**src/rtl/hc00_tester_pkg.sv**
```systemverilog
// Shared types and helpers for the 74HC00 quad-NAND tester.
// Optional feature macro: HC00_TESTER_STOP_ON_ERR_EN.
package hc00_tester_pkg;

    typedef enum logic [1:0] {
        IDLE   = 2'd0,
        SETTLE = 2'd1,
        CHECK  = 2'd2,
        DONE   = 2'd3
    } state_e;

    localparam logic [7:0] PAT_LAST = 8'hFF;
    localparam int         ERR_W    = 9;

    function automatic logic [3:0] nand4(
        input logic [3:0] a,
        input logic [3:0] b
    );
        return ~(a & b);
    endfunction

endpackage

```
**src/rtl/hc00_sync2.sv**
```systemverilog
// Two-flop synchronizer, parameterized width, synchronous reset.
// Used to bring the asynchronous gate outputs into the clk domain.
module hc00_sync2 #(
    parameter int W = 4
) (
    input  logic         clk,
    input  logic         rst,
    input  logic [W-1:0] d_i,
    output logic [W-1:0] q_o
);

    logic [W-1:0] s1_q;
    logic [W-1:0] s2_q;

    always_ff @(posedge clk) begin
        if (rst) begin
            s1_q <= '0;
            s2_q <= '0;
        end else begin
            s1_q <= d_i;
            s2_q <= s1_q;
        end
    end

    assign q_o = s2_q;

endmodule

```
**src/rtl/hc00_tester.sv**
```systemverilog
// Exhaustive 256-pattern tester for a quad 2-input NAND (74HC00).
// Define HC00_TESTER_STOP_ON_ERR_EN to end a run on the first bad pattern.
module hc00_tester
    import hc00_tester_pkg::*;
#(
    parameter int SETTLE_CYCLES = 4
) (
    input  logic       clk,
    input  logic       rst,
    input  logic       start,
    output logic [4:1] a_out,
    output logic [4:1] b_out,
    input  logic [4:1] y_in,
    output logic       busy,
    output logic       done,
    output logic       pass,
    output logic [8:0] err_count,
    output logic [4:1] gate_fail,
    output logic [7:0] fail_pat
);

    localparam logic [7:0]       WAIT_LOAD = 8'(SETTLE_CYCLES - 1);
    localparam logic [ERR_W-1:0] ERR_MAX   = ERR_W'(256);

    state_e           state_q, state_d;
    logic [7:0]       pat_q, pat_d;
    logic [7:0]       wait_q, wait_d;
    logic [ERR_W-1:0] err_q, err_d;
    logic [3:0]       gate_q, gate_d;
    logic [7:0]       fpat_q, fpat_d;
    logic             pass_q, pass_d;

    logic [3:0] y_sync;
    logic [3:0] mis;
    logic       stop_now;
    logic       last_pat;

    hc00_sync2 #(.W(4)) u_sync (
        .clk (clk),
        .rst (rst),
        .d_i (y_in),
        .q_o (y_sync)
    );

    assign mis      = y_sync ^ nand4(pat_q[3:0], pat_q[7:4]);
    assign last_pat = (pat_q == PAT_LAST);

`ifdef HC00_TESTER_STOP_ON_ERR_EN
    assign stop_now = last_pat || (mis != 4'b0);
`else
    assign stop_now = last_pat;
`endif

    always_ff @(posedge clk) begin
        if (rst) begin
            state_q <= IDLE;
        end else begin
            state_q <= state_d;
        end
    end

    always_comb begin
        state_d = state_q;
        unique case (state_q)
            IDLE:    if (start) state_d = SETTLE;
            SETTLE:  if (wait_q == 8'd0) state_d = CHECK;
            CHECK:   state_d = stop_now ? DONE : SETTLE;
            DONE:    state_d = IDLE;
            default: state_d = IDLE;
        endcase
    end

    always_comb begin
        busy  = (state_q != IDLE);
        done  = (state_q == DONE);
        a_out = busy ? pat_q[3:0] : 4'b0;
        b_out = busy ? pat_q[7:4] : 4'b0;
    end

    // Results are frozen outside CHECK so they hold from DONE to next start.
    always_comb begin
        pat_d  = pat_q;
        wait_d = wait_q;
        err_d  = err_q;
        gate_d = gate_q;
        fpat_d = fpat_q;
        pass_d = pass_q;
        unique case (state_q)
            IDLE: begin
                if (start) begin
                    pat_d  = 8'd0;
                    wait_d = WAIT_LOAD;
                    err_d  = '0;
                    gate_d = 4'b0;
                    fpat_d = 8'd0;
                    pass_d = 1'b0;
                end
            end
            SETTLE: begin
                if (wait_q != 8'd0) wait_d = wait_q - 8'd1;
            end
            CHECK: begin
                if (mis != 4'b0) begin
                    if (err_q != ERR_MAX) err_d = err_q + ERR_W'(1);
                    gate_d = gate_q | mis;
                    fpat_d = pat_q;
                end
                if (stop_now) begin
                    pass_d = (err_d == '0);
                end else begin
                    pat_d  = pat_q + 8'd1;
                    wait_d = WAIT_LOAD;
                end
            end
            DONE:    pass_d = (err_q == '0);
            default: ;
        endcase
    end

    always_ff @(posedge clk) begin
        if (rst) begin
            pat_q  <= 8'd0;
            wait_q <= 8'd0;
            err_q  <= '0;
            gate_q <= 4'b0;
            fpat_q <= 8'd0;
            pass_q <= 1'b0;
        end else begin
            pat_q  <= pat_d;
            wait_q <= wait_d;
            err_q  <= err_d;
            gate_q <= gate_d;
            fpat_q <= fpat_d;
            pass_q <= pass_d;
        end
    end

    assign pass      = pass_q;
    assign err_count = err_q;
    assign gate_fail = gate_q;
    assign fail_pat  = fpat_q;

endmodule

```
**config.mk**
```make
export PLATFORM = sky130hd
export DESIGN_NAME = hc00_tester
export DESIGN_NICKNAME = d
export VERILOG_FILES = /design/src/rtl/hc00_tester_pkg.sv /design/src/rtl/hc00_sync2.sv /design/src/rtl/hc00_tester.sv
export SDC_FILE = /design/constraint.sdc
export NUM_CORES = 1
export LEC_CHECK = 0
export CORE_ASPECT_RATIO = 0.7
export CORE_MARGIN = 5
export CORE_UTILIZATION = 57
export DETAILED_ROUTE_END_ITERATION = 16
export MAX_ROUTING_LAYER = met4
export PLACE_DENSITY = 0.86
export SLEW_MARGIN = 40
export SYNTH_ARGS = -nofsm -noshare
export SYNTH_HDL_FRONTEND = slang
export SYNTH_SLANG_ARGS = --single-unit
```
**constraint.sdc**
```tcl
create_clock -name clk -period 3.3 [get_ports clk]
set_input_delay 0.33 -clock clk [delete_from_list [all_inputs] [get_ports clk]]
set_output_delay 0.33 -clock clk [all_outputs]
set_load 0.005 [all_outputs]
```
==> impl_metrics.toml <==
[sta]
finClkSkew_ns = 0.004867
maxSlewViolCount = 0
relSlewSlack_pct = 51.43
min_period_over_period_pct = 69.33
rsz0062_at_grt = "false"
hold_viol = 0
max_slew.worst_pin.slew_ns = 0.7262
layout_setup_ws_ns = 1.012
period_minus_slack_ns = 2.288
tns_ns = 0
max_clock_freq_ghz = 0.4371
finalSetupViolations = 0

[synth]
ys_ff_latch = 48
ys.flop_type = "dfxtp_1"
syn_area_mm2 = 0.002345
synth_cells = 284
synthMostInstantiatedCell = "dfxtp_1"
synth.top_cell.area_share_pct = 40.98
synth.top_cells.by_area = "dfxtp_1, nor2_1, nor2b_1"
yosys_warnings = 0
synth_area_leader_cell = "dfxtp_1"
syn_area_per_cell_um2 = 8.256
yosysSeqAreaShare_pct = 40.98
syn-num-nets = 296
ys_async_sr_fraction_pct = 0
ys_top_cells_by_count = "dfxtp_1, nor2_1, nand2_1, nor2b_1, a21oi_1"
synth_enable_flop_cells = 0
yosysUniqueCellTypes = 52

[routing]
drtIter0Drc = 189
ant_nets = 0
dr_total_vias = 2102
dr.pass1.iters = 5
route.detailed.drc = 0
via_per_inst = 5.791
wirelength_um = 5197
wl_per_cell_um = 14.32

[global_routing]
gr-total-overflow = 0
grt_pass1_wl_um = 8542
antenna_found_initial = 0
grt_pass1_vias = 1758
grt_max_degree = 21
track_usage_pct = 19.72

[floorplanning]
io_pins = 39
fp.dieW_um = 86.66
die_area_mm2 = 0.005517
start_util_pct = 59.42
die-height_um = 63.66
coreArea_mm2 = 0.003946
rows = 19

[setup_path]
required_ns = 3.50
path_max_fanout = 7
rrSetupSlack_ns = 1.01
cp-start-kind = "flop"
path_class = "reg -> reg"
end_kind = "flop"
arrival_ns = 2.49

[cells_and_area]
area_growth_pct = 19.69
antenna_cells = 0
drive_gt1_share_pct = 5.788
final_nets = 322
multiInputGateArea_mm2 = 0.001266
fillCellCount = 324
design_area_mm2 = 0.002806
seq_area_um2 = 960.9

[worst_hold_path]
hold_class = "reg -> reg"

[job]
cap_violations = 0

[placement]
dp_slack_ns = 0.9767
io_buffers = 38
globalplace.congestion = 0.8859
placedInstanceArea_mm2 = 0.002708
hpwlAfterDp_um = 3768

[clock_network]
clk_latency_ns = 0.30
cts_buffer_depth = 2
cts_tree = "built"
cts_resized = 0
post-cts-setup-buffers = 0
cts_sinks = 48
cts_buffers = 5
cts_root_buffer = "clkbuf_8"
h-tree-depth = 2
clk_pin_slew_worst_paths_ns = 0.09
cts_hold_buf = 0

[power_and_ir_drop]
vdd_drop_max_v = 0.0004106
leakage_nw = 0.9849
cellPowerDensity_mw_per_mm2 = 473.4

[status]
status = "completed"
## stage by stage
step	power (W)	instances	util, %	hold WS, ns
floorplan	0.0008881	284	-	0.4138
global placement	0.0009635	355	68.61	0.4159
detailed placement	0.0009682	355	68.61	0.4340
CTS	0.001335	363	71.05	0.4546
global route	0.001399	363	71.12	0.4704
finish	0.001329	363	71.12	0.4501
## critical path, cell delays in order, from the launching register on
cell     delay (ns)
dfxtp_1        0.35
or4_4          0.57
o41ai_1        0.50
a21oi_1        0.32
nand2_1        0.20
nor3_1         0.06
o21ba_2        0.19
## registers in the layout (all words and copies together), names as in the netlist
signal	cells
wait_q	8
u_sync.s1_q	4
err_count	9
pass	1
fail_pat	8
gate_fail	4
pat_q	8
state_q	2
u_sync.q_o	4
## final cells by class
class,count,area share (%)
inverters,8,1.070
flip-flops and latches,48,34.24
repair buffers,39,13.82
multi-input cells,208,45.12
clock buffers,6,2.942
clock inverters,2,0.4904
well taps,52,2.318
## kinds of logic (layout without fill, tap and decap cells)
logic type               Yosys count  in the layout  synth area share [%]
AND/OR/NAND/NOR                  126            126                 26.84
multiplexers                       1              1                0.4269
buffers and inverters             28             55                 5.123
flip-flops                        48             48                 40.98
XOR/XNOR                          15             15                 5.603
AO/OA/AOI/OAI                     61             61                 18.36
adder cells (fa/ha/maj)            5              5                 2.668
## power breakdown
group | internal (W) | switching [W]
Combinational | 0.000130 | 0.000171
Clock | 0.000171 | 0.000196
Sequential | 0.000621 | 0.0000392
## worst paths after layout
kind / start / endpoint / cells past startpoint
min reg2reg: u_sync.s1_q[0]$_SDFF_PP0_ / u_sync.q_o[0]$_SDFF_PP0_ / 1
min: u_sync.s1_q[0]$_SDFF_PP0_ / u_sync.q_o[0]$_SDFF_PP0_ / 1
max reg2reg: wait_q[2]$_SDFFE_PP0P_ / wait_q[6]$_SDFFE_PP0P_ / 6
max: wait_q[2]$_SDFFE_PP0P_ / wait_q[6]$_SDFFE_PP0P_ / 6
## layer usage
metal  vias up  GRT usage [%]  part of all wire (%)  wire [µm]
li1       1050              -                     -          -
met1       959          28.07                    49       2531
met2        82          27.10                    43       2231
met3        11          4.297                   6.7        348
met4         0          7.198                   1.6         85
met5         -              -                     0          0
## cells in the final DEF, fill, tap and decap left out, types with 2 or more instances in the layout
cell type        synthesis  final
dfxtp_1                 48     48
nor2_1                  42     41
clkdlybuf4s50_1          0     38
nand2_1                 20     20
nor2b_1                 19     19
a21oi_1                 17     17
xor2_1                  13     13
nand3_1                 11     11
nand4_1                  9      9
a22oi_1                  9      9
inv_1                    8      8
nor3_1                   6      6
o21ai_0                  6      6
clkbuf_8                 0      6
a31oi_1                  5      5
ha_1                     5      5
or3_1                    4      4
and2_1                   2      2
nand2b_1                 2      2
or4_4                    2      2
o41ai_1                  2      2
a41oi_1                  2      2
nor4_1                   2      2
a21boi_0                 2      2
xnor2_1                  2      2
a211o_1                  2      2
o21ba_2                  2      2
a211oi_1                 2      2
(Power assumes the default switching activity.)
